$ cat src/rtl/sync_pkg.sv
// Shared constants and helpers for the pointer/flush clock-domain-crossing synchronisers.
package sync_pkg;

  localparam int SYNC_MIN_STAGES = 2;
  localparam int SYNC_MAX_STAGES = 4;
  localparam int SYNC_PTR_MAX_W  = 32;

  typedef logic [SYNC_PTR_MAX_W-1:0] sync_word_t;

  // Zero-extended Gray converts to the zero-extended binary, so one wide function serves every width.
  function automatic sync_word_t gray2bin(input sync_word_t g);
    sync_word_t b;
    b = '0;
    b[SYNC_PTR_MAX_W-1] = g[SYNC_PTR_MAX_W-1];
    for (int i = SYNC_PTR_MAX_W - 2; i >= 0; i--) begin
      b[i] = b[i+1] ^ g[i];
    end
    return b;
  endfunction

  function automatic logic multi_bit_change(input sync_word_t a, input sync_word_t b);
    return $countones(a ^ b) > 1;
  endfunction

endpackage

$ cat src/rtl/sync_cell.sv
// Plain N-flop vector synchroniser with asynchronous active-high reset.
module sync_cell
  import sync_pkg::*;
#(
  parameter int WIDTH  = 1,
  parameter int STAGES = 2
) (
  input  logic             clk_out,
  input  logic             reset,
  input  logic [WIDTH-1:0] d,
  output logic [WIDTH-1:0] q
);

  if (STAGES < SYNC_MIN_STAGES || STAGES > SYNC_MAX_STAGES) begin : g_bad_stages
    $error("sync_cell: STAGES=%0d outside %0d..%0d", STAGES, SYNC_MIN_STAGES, SYNC_MAX_STAGES);
  end

  logic [WIDTH-1:0] chain [STAGES];

  always_ff @(posedge clk_out or posedge reset) begin
    if (reset) begin
      for (int i = 0; i < STAGES; i++) chain[i] <= '0;
    end else begin
      chain[0] <= d;
      for (int i = 1; i < STAGES; i++) chain[i] <= chain[i-1];
    end
  end

  assign q = chain[STAGES-1];

endmodule

$ cat src/rtl/ptr_sync_gen.sv
// Brings a Gray FIFO pointer and a flush level into clk_out, adding binary conversion,
// an update strobe, a flush pulse and an armed Gray-step integrity checker.
module ptr_sync_gen
  import sync_pkg::*;
#(
  parameter int DEPTH       = 7,
  parameter int SYNC_STAGES = 2
) (
  input  logic           clk_out,
  input  logic           reset,
  input  logic [DEPTH:0] ptr_gray_in,
  input  logic           flush,
  input  logic           err_clr,
  output logic [DEPTH:0] ptr_gray_out,
  output logic [DEPTH:0] ptr_bin_out,
  output logic           ptr_upd,
  output logic           flush_out,
  output logic           flush_pulse,
  output logic           gray_err,
  output logic           chk_armed
);

  localparam int PW        = DEPTH + 1;
  localparam int ARM_COUNT = SYNC_STAGES + 2;

  if (DEPTH < 1 || PW > SYNC_PTR_MAX_W) begin : g_bad_depth
    $error("ptr_sync_gen: DEPTH=%0d unsupported", DEPTH);
  end

  logic [PW-1:0] ptr_sync;
  logic          flush_sync;
  logic          flush_out_q;
  logic [2:0]    arm_cnt;
  logic          ptr_change;
  logic          ptr_bad_step;

  sync_cell #(.WIDTH(PW), .STAGES(SYNC_STAGES)) u_ptr_sync (
    .clk_out (clk_out),
    .reset   (reset),
    .d       (ptr_gray_in),
    .q       (ptr_sync)
  );

  sync_cell #(.WIDTH(1), .STAGES(SYNC_STAGES)) u_flush_sync (
    .clk_out (clk_out),
    .reset   (reset),
    .d       (flush),
    .q       (flush_sync)
  );

  assign flush_out    = flush_sync;
  assign ptr_change   = (ptr_sync != ptr_gray_out);
  assign ptr_bad_step = multi_bit_change(SYNC_PTR_MAX_W'(ptr_sync), SYNC_PTR_MAX_W'(ptr_gray_out));

  // Output stage: binary is derived from the same synchroniser value so both outputs stay coherent.
  always_ff @(posedge clk_out or posedge reset) begin
    if (reset) begin
      ptr_gray_out <= '0;
      ptr_bin_out  <= '0;
      ptr_upd      <= 1'b0;
      flush_out_q  <= 1'b0;
      flush_pulse  <= 1'b0;
      gray_err     <= 1'b0;
    end else begin
      ptr_gray_out <= ptr_sync;
      ptr_bin_out  <= PW'(gray2bin(SYNC_PTR_MAX_W'(ptr_sync)));
      ptr_upd      <= ptr_change;
      flush_out_q  <= flush_sync;
      flush_pulse  <= flush_sync & ~flush_out_q;
      gray_err     <= (chk_armed & ptr_bad_step) | (gray_err & ~err_clr);
    end
  end

  // Hold the checker off until whatever the source held at reset release has crossed.
  always_ff @(posedge clk_out or posedge reset) begin
    if (reset) begin
      arm_cnt   <= '0;
      chk_armed <= 1'b0;
    end else if (!chk_armed) begin
      arm_cnt <= arm_cnt + 3'd1;
      if (arm_cnt == 3'(ARM_COUNT - 1)) chk_armed <= 1'b1;
    end
  end

endmodule

$ cat config.mk
export PLATFORM = sky130hd
export DESIGN_NAME = ptr_sync_gen
export DESIGN_NICKNAME = d
export VERILOG_FILES = /design/src/rtl/sync_pkg.sv /design/src/rtl/sync_cell.sv /design/src/rtl/ptr_sync_gen.sv
export SDC_FILE = /design/constraint.sdc
export NUM_CORES = 1
export LEC_CHECK = 0
export ABC_AREA = 0
export BUFFER_PORTS_ARGS = -buffer_cell sky130_fd_sc_hd__buf_2
export CAP_MARGIN = 20
export CELL_PAD_IN_SITES_DETAIL_PLACEMENT = 1
export CELL_PAD_IN_SITES_GLOBAL_PLACEMENT = 2
export CORE_MARGIN = 3
export CORE_UTILIZATION = 30
export CTS_BUF_LIST = sky130_fd_sc_hd__clkbuf_4 sky130_fd_sc_hd__clkbuf_8 sky130_fd_sc_hd__clkbuf_16
export DETAILED_ROUTE_END_ITERATION = 10
export GPL_TIMING_DRIVEN = 0
export PLACE_DENSITY = 0.65
export SETUP_SLACK_MARGIN = 0.2
export SLEW_MARGIN = 20
export SYNTH_ARGS = -nofsm -noshare
export SYNTH_HDL_FRONTEND = slang
export SYNTH_HIERARCHICAL = 1
export SYNTH_SLANG_ARGS = --single-unit
$ cat constraint.sdc
create_clock -name clk_out -period 4.8 [get_ports clk_out]
set_input_delay 0.72 -clock clk_out [delete_from_list [all_inputs] [get_ports clk_out]]
set_output_delay 0.72 -clock clk_out [all_outputs]
set_load 0.02 [all_outputs]
Word level (Yosys, flattened, before mapping)
Cells that the tools add are included.

storage, ports and cells
  logic and storage cells = 63
  output and inout port bits = 21
  bits in registers = 42

cells by class
  equality and inequality tests = 2
  add/sub/neg operators = 32
  muxes and demuxes = 2
  $lt $le $gt $ge = 1
  bitwise gates (word level) = 14

operator list
  cell                  count
  $add 1x1->2 const AB  12
  $add 2x2->3           8
  $add 3x3->4           4
  $add 4x4->5           2
  $add 1x1->2           4
  $ne 8x8->1            1
  $xor 8x8->8           1
  $xor 1x1->1           7
  $add 5x5->6           1
  $gt 6x1->1 const B    1
  $add 3x1->3 const B   1
  $and 1x1->1           3
  $eq 3x2->1 const B    1
  $mux 1                2
  $not 1->1             2
  $or 1x1->1            1

Logic depth before layout (Yosys ltp)
Gate-level depths: netlist (run 1).

  depth in word-level cells = 9
  gate-level depth with buffers = 12
  mapped depth without buffers = 11

Modules after synthesis
The synthesis (run 1) kept the hierarchy.

by module, submodules not included
  module                     sequential area each (um^2)  cells an instance  area each (um^2)  instances
  ptr_sync_gen               575.6                        74                 1043.5            1
  sync_cell at u_ptr_sync    400.4                        25                 464.2             1
  sync_cell at u_flush_sync  50.0                         3                  53.8              1

Worst setup path before layout (run 1)
Ideal clock, no wire load.

  kind = register to register
  from = register ptr_gray_out[1]
  to = register gray_err
  setup time = 0.121 ns
  buffers on the path = 0
  slack = 1.374 ns
  cell stages (with the launch flop) = 12
  clock period less this slack = 3.426 ns
  required time = 4.679 ns
  arrival time = 3.305 ns
  cells stage by stage = dfrtp_1 -> xnor2_1 -> fa_1 -> fa_1 -> fa_1 -> inv_1 -> ha_1 -> inv_1 -> fa_1 -> a2111oi_0 -> o21ai_0 -> a22o_1

between the ends
  longest elaborated chain between the ends = 9

ends and longest elaborated chain
  element                            line                source
  from (decl)                        ptr_sync_gen.sv:14  output logic [DEPTH:0] ptr_gray_out,
  from (signal assigned)             ptr_sync_gen.sv:65  ptr_gray_out <= ptr_sync;
  $xor 8x8->8                        sync_pkg.sv:22      return $countones(a ^ b) > 1;
  $add 1x1->2 (not written as such)  sync_pkg.sv:22
  $add 2x2->3 (not written as such)  sync_pkg.sv:22
  $add 3x3->4 (not written as such)  sync_pkg.sv:22
  $add 4x4->5 (not written as such)  sync_pkg.sv:22
  $add 5x5->6 (not written as such)  sync_pkg.sv:22
  $gt 6x1->1                         sync_pkg.sv:22
  $and 1x1->1                        ptr_sync_gen.sv:70  gray_err <= (chk_armed & ptr_bad_step) | (gray_err & ~err_clr);
  $or 1x1->1                         ptr_sync_gen.sv:70
  to (signal assigned)               ptr_sync_gen.sv:70
  to (decl)                          ptr_sync_gen.sv:19  output logic gray_err,

Every way passes these cells.
A chain may end at the register's enable or synchronous reset.

Final worst setup path (run 1)
  from = register u_ptr_sync.chain, in the netlist u_ptr_sync/q[1]
  to = register gray_err

between the ends
  longest elaborated chain between the ends = 9

ends and longest elaborated chain
  element                            line                source
  from (decl)                        sync_cell.sv:18     logic [WIDTH-1:0] chain [STAGES];
  $xor 8x8->8                        sync_pkg.sv:22
  $add 1x1->2 (not written as such)  sync_pkg.sv:22
  $add 2x2->3 (not written as such)  sync_pkg.sv:22
  $add 3x3->4 (not written as such)  sync_pkg.sv:22
  $add 4x4->5 (not written as such)  sync_pkg.sv:22
  $add 5x5->6 (not written as such)  sync_pkg.sv:22
  $gt 6x1->1                         sync_pkg.sv:22
  $and 1x1->1                        ptr_sync_gen.sv:70
  $or 1x1->1                         ptr_sync_gen.sv:70

Every way passes these cells.

==> flow_summary.toml, run 1 <==
[global_route]
grt_pass1_wl_mm = 4.19
gr-total-overflow = 0
grt_usage_pct = 8.95
grt_pass1_vias = 897
grt_max_degree = 24
antenna_found_initial = 0

[die]
die_w_um = 78.1
dieArea_mm2 = 0.00611
start_util_pct = 32.0
die_h_um = 78.1
pin_count = 33
rows = 25
core_mm2 = 0.00488

[critical_path]
r2r_cells = 12
critPathArrivalTime_ns = 3.77
crit_buf_inv = 3
crit_fanout = 3
critPathSlowestCell = "fa_1"
crit_required_ns = 4.97
worstSetupStartpointType = "flip-flop"
cp_common_cell = "fa_1"
cp-end-kind = "flip-flop"
critical_path_class = "flip-flop to flip-flop"
crit_family = "adder cells"
slowest_delay_ns = 0.51
path_depth = 12
crit_chain = "buf_4 > xnor2_1 > fa_1 > fa_1 > fa_1 > inv_1 > ha_1 > inv_1 > fa_1 > a2111oi_0 > o21ai_0 > a22o_1"

[yosys]
avgSynthCellArea_um2 = 15.3
synthAdderAreaFrac_pct = 9.94
synthDistinctLibCells = 18
syn_inst = 102
netlist_area_mm2 = 0.00156
synth_top_family_by_area = "XOR/XNOR gates"
synth_compound_area_share_pct = 1.76
synth_area_leaders = "dfrtp_1 (66%), fa_1 (5.1%), xnor2_1 (5.0%)"
syn_nets = 124
synth-simple-area-share_pct = 2.48
ys_warn_count = 6
synth_area_leader_cell = "dfrtp_1"
synth_top_area_share_pct = 65.7
synth-xor-area-share_pct = 11.9
synth.area.mux_share_pct = 0.721
ys_seq_elements = 41
yosysSeqAreaShare_pct = 65.7

[clock_tree]
clk_path_buf_depth = 2
numCtsBuffers = 5
cts_tree = "done"
clk_pin_slew_ns = 0.08
worstSkewPairLatency_ns = 0.28
cts.sinks = 41
htreeDepth = 2
postCtsHoldBufs = 0
post-cts-setup-buffers = 0
cts_resized = 0
root_buffer = "clkbuf_8"

[run]
cap_violations = 0

[drt]
ant_nets = 0
num_vias = 811
drcViolationCount = 0
drt-total-wl_mm = 2.36
wl_per_cell_um = 11.3
drt_iter0_drc = 20
drtPass1Iterations = 2
viasPerCell = 3.88

[place]
dpl_cell_area_mm2 = 0.00181
pre_cts_ws_ns = 1.19
numPortBuffers = 32
gp_congestion = 0.718
dpl.hpwl_mm = 1.85
placed_cells = 201

[timing]
tns_ns = 0
fin_skew_ns = 0.00780
slew_violations = 0
setup_ws_ns = 1.20
rsz0062_at_grt = "no"
period_share_pct = 75.0
whs_ns = 0.288
finalHoldViolations = 0
setup_violations = 0
tightest_slew_ns = 0.845
max_freq_mhz = 278
fin_crit_ns = 3.60
relSlewSlack_pct = 43.6

[final_layout]
diodes = 0
syn_to_final_growth_pct = 23.0
finalNonFillerCells = 209
fin_area_mm2 = 0.00192
finalCoreUtilization_pct = 39.4
fin_nets = 163
fillerInstances = 549
drive_gt1_share_pct = 38.0

[power]
power.density_mw_per_mm2 = 430
power.total_mw = 0.825
leakagePower_nw = 0.955
max-vdd-ir-drop_v = 0.000211

[hold_path]
min_path_type = "input pin to async pin"

[run_status]
status = "complete, no violations"
-- cell usage in the layout, fill, tap and decap left out --
| cell type | n |
|---|---|
| xnor2_1 | 9 |
| or3_1 | 1 |
| ha_1 | 6 |
| or2_2 | 1 |
| dfrtp_1 | 41 |
| o21ai_0 | 2 |
| nand2_1 | 2 |
| xnor3_2 | 2 |
| xor2_2 | 1 |
| inv_1 | 13 |
| a22o_1 | 1 |
| nor2b_1 | 2 |
| buf_2 | 32 |
| buf_4 | 9 |
| a2111oi_0 | 1 |
| clkbuf_8 | 5 |
| clkinv_4 | 1 |
| mux2_2 | 1 |
| xor2_1 | 5 |
| clkbuf_4 | 1 |
| bufinv_16 | 1 |
| nand4_1 | 1 |
| fa_1 | 4 |
-- final timing paths --
| check | from | to | slack [ns] |
|---|---|---|---|
| min in group clk_out | u_ptr_sync/chain[10]$_DFF_PP0_ | u_ptr_sync/q[2]$_DFF_PP0_ | 0.35 |
| worst min-delay path | reset | u_flush_sync/q$_DFF_PP0_ | 0.29 |
| max in group asynchronous | reset | chk_armed$_DFF_PP0_ | 3.66 |
| worst max-delay path | u_ptr_sync/q[1]$_DFF_PP0_ | gray_err$_DFF_PP0_ | 1.20 |
| worst min register to register | u_ptr_sync/chain[10]$_DFF_PP0_ | u_ptr_sync/q[2]$_DFF_PP0_ | 0.35 |
| worst max register to register | u_ptr_sync/q[1]$_DFF_PP0_ | gray_err$_DFF_PP0_ | 1.20 |
-- synthesized netlist by cell type --
| cell | n |
|---|---|
| dfrtp_1 | 41 |
| inv_1 | 13 |
| buf_4 | 9 |
| xnor2_1 | 9 |
| ha_1 | 6 |
| xor2_1 | 5 |
| fa_1 | 4 |
| nand2_1 | 2 |
| nor2b_1 | 2 |
| o21ai_0 | 2 |
| xnor3_2 | 2 |
| a2111oi_0 | 1 |
| a22o_1 | 1 |
| mux2_2 | 1 |
| nand4_1 | 1 |
| or2_2 | 1 |
| or3_1 | 1 |
| xor2_2 | 1 |
-- layout make-up --
| type | instances | area [um^2] | area share, % |
|---|---|---|---|
| Buffer | 9 | 67.6 | 3.52 |
| Clock buffer | 6 | 76.3 | 3.97 |
| Clock inverter | 2 | 38.8 | 2.02 |
| Inverter | 13 | 48.8 | 2.54 |
| Multi-Input combinational cell | 39 | 419 | 21.8 |
| Sequential cell | 41 | 1030 | 53.4 |
| Tap cell | 67 | 83.8 | 4.36 |
| Timing Repair Buffer | 32 | 160 | 8.34 |
-- routing by layer --
metal	track usage, %	share of wire, %	wire (um)	vias up
met5	0	0	0	-
li1	-	-	-	381
met2	15.2	54	1270	21
met1	10.4	40	951	407
met3	3.56	5.2	123	2
met4	2.62	0.59	14	0
-- report_power, final --
group / internal (mW) / switching (mW)
logic: 0.0693 / 0.0951
registers: 0.374 / 0.00981
clock network: 0.162 / 0.115
-- logic make-up after synthesis --
| group | after synthesis |
|---|---|
| AO/OA/AOI/OAI | 4 |
| XOR/XNOR | 17 |
| adder cells (fa/ha/maj) | 10 |
| buffers and inverters | 22 |
| flip-flops | 41 |
| multiplexers | 1 |
| AND/OR/NAND/NOR | 7 |
-- flip-flops by register name, indices dropped and copies added (netlist names), 3 cells and up --
signal	count
ptr_gray_out	7
u_ptr_sync/chain	8
ptr_bin_out	8
arm_cnt	3
u_ptr_sync/q	8
(Power assumes the default switching activity.)
==> run 2, diff against run 1 <==
==> constraint.sdc (replaced) <==
create_clock -name clk_out -period 3.55 [get_ports clk_out]
set_input_delay 0.5325 -clock clk_out [delete_from_list [all_inputs] [get_ports clk_out]]
set_output_delay 0.5325 -clock clk_out [all_outputs]
set_load 0.02 [all_outputs]
==> run 2 against run 1 <==
  * Register-to-register slack got worse by 1.1 ns
  * Power increased by 34%
  * Wire length increased by 13%
  * Critical path type unchanged
  * Critical endpoint unchanged
  * Largest cell class unchanged
  * Highest routed layer unchanged
==> flow_summary.toml, run 2 (synthesized netlist as in run 1, its figures left out) <==
[final_layout]
syn_to_final_growth_pct = 27.6
layout_common_cells = "dfrtp_1 (39), buf_2 (32), inv_1 (11)"
finalCoreUtilization_pct = 40.8
diodes = 0
drive_gt1_share_pct = 45.1
fin_nets = 163
finalNonFillerCells = 209
fillerInstances = 543
final_common_cell = "dfrtp_1"

[drt]
drcViolationCount = 0
wirelength_met1_um = 988
dr_wl_met3_um = 134
drt-total-wl_mm = 2.67
top_layer = "met4"
viasPerCell = 3.91
met2_length_mm = 1.50
drtPass1Iterations = 3
ant_nets = 0
drt_iter0_drc = 19
wl_per_cell_um = 12.8
num_vias = 818

[critical_path]
cp_common_cell = "fa_1"
critical_path_class = "flip-flop to flip-flop"
critPathSlowestCell = "fa_1"
crit_fanout = 3
crit_required_ns = 3.73
crit_chain = "buf_6 > xnor2_4 > fa_1 > fa_1 > fa_1 > inv_2 > ha_4 > inv_2 > fa_2 > a2111oi_4 > o21ai_1 > a22o_1"
critPathArrivalTime_ns = 3.63
worstSetupStartpointType = "flip-flop"
slowest_delay_ns = 0.56
cp-end-kind = "flip-flop"

[clock_tree]
post-cts-setup-buffers = 0
postCtsHoldBufs = 0
cts_tree = "done"
root_buffer = "clkbuf_8"
numCtsBuffers = 5
clk_pin_slew_ns = 0.08
cts.sinks = 41
htreeDepth = 2
worstSkewPairLatency_ns = 0.28
clk_path_buf_depth = 2

[die]
start_util_pct = 32.0
die_w_um = 78.1
core_mm2 = 0.00488
die_h_um = 78.1
rows = 25
pin_count = 33
dieArea_mm2 = 0.00611

[timing]
finalHoldViolations = 0
max_freq_mhz = 290
relSlewSlack_pct = 39.7
fin_crit_ns = 3.45
whs_ns = 0.104
fin_skew_ns = 0.00136
period_share_pct = 97.1
setup_violations = 0
rsz0062_at_grt = "yes"
tns_ns = 0
slew_violations = 0
tightest_slew_ns = 0.903

[place]
numPortBuffers = 32
dpl.hpwl_mm = 1.94
gp_congestion = 0.708
placed_cells = 201

[run]
cap_violations = 0

[run_status]
status = "complete, no violations"

[global_route]
grt_max_degree = 24
grt_usage_pct = 9.48
antenna_found_initial = 0
grt_pass1_vias = 923
gr-total-overflow = 0
grt_pass1_wl_mm = 4.31

[power]
power.total_mw = 1.11
leakagePower_nw = 0.961
power.density_mw_per_mm2 = 555
max-vdd-ir-drop_v = 0.000271

[hold_path]
min_path_type = "input pin to async pin"
-- run 2: changes by cell type in the layout (fill, tap and decap cells not counted), sizes merged --
cell | previous run | this run
clkinv | 1 | 2
bufinv | 1 | 0
clkinvlp | 0 | 1
clkbuf | 6 | 5
-- run 2: path summary, 6_finish.rpt --
| check | startpoint | endpoint | slack (ns) | cells past startpoint |
|---|---|---|---|---|
| max | u_ptr_sync/q[0]$_DFF_PP0_ | gray_err$_DFF_PP0_ | 0.10 | 12 |
| min reg2reg | u_flush_sync/chain[1]$_DFF_PP0_ | u_flush_sync/q$_DFF_PP0_ | 0.35 | 0 |
| max reg2reg | u_ptr_sync/q[0]$_DFF_PP0_ | gray_err$_DFF_PP0_ | 0.10 | 12 |
| max in group asynchronous | reset | ptr_gray_out[0]$_DFF_PP0_ | 2.48 | 2 |
| min in group clk_out | ptr_gray_in[1] | u_ptr_sync/chain[9]$_DFF_PP0_ | 0.35 | 1 |
| min | reset | u_flush_sync/chain[1]$_DFF_PP0_ | 0.10 | 2 |
-- run 2: layer usage --
metal	GRT usage, %	vias up
met5	0	-
met4	4.20	0
met3	3.78	6
met2	15.8	21
met1	10.7	410
li1	-	381
-- run 2: through the flow --
step / instance area [um^2] / worst slack [ns]
after floorplan: 1590 / 0.277
after global placement: 1830 / 0.122
after detailed placement: 1830 / -0.0348
after CTS: 1930 / 0.0980
after global routing: 1990 / -0.0320
final: 1990 / 0.103
-- run 2: area by class of cell --
type,count,area [um^2],share of cell area (%)
Buffer,9,75.1,3.77
Clock buffer,5,68.8,3.45
Clock inverter,3,17.5,0.879
Inverter,13,48.8,2.45
Multi-Input combinational cell,39,509,25.6
Sequential cell,41,1030,51.6
Tap cell,67,83.8,4.21
Timing Repair Buffer,32,160,8.04
-- run 2: timing repair --
item / CTS / global route
hold endpoints to repair: 0 / 0
endpoints found under the setup margin: 1 / 1
pin swaps: 0 / 2
resized for setup: 4 / 10
-- run 2: power breakdown --
group / switching, mW / total [mW] / internal (mW) / leakage [nW]
Clock: 0.159 / 0.295 / 0.136 / 0.0439
Sequential: 0.0160 / 0.522 / 0.506 / 0.471
Combinational: 0.163 / 0.288 / 0.125 / 0.446
Total: 0.338 / 1.11 / 0.767 / 0.961
-- run 2: worst max-delay path: cells and delay by family, from the launching register on --
kind                     cells  cell delay (ns)
AO/OA/AOI/OAI                3             0.64
XOR/XNOR                     1             0.13
adder cells (fa/ha/maj)      5             1.95
buffers and inverters        3             0.25
flip-flops                   1             0.38
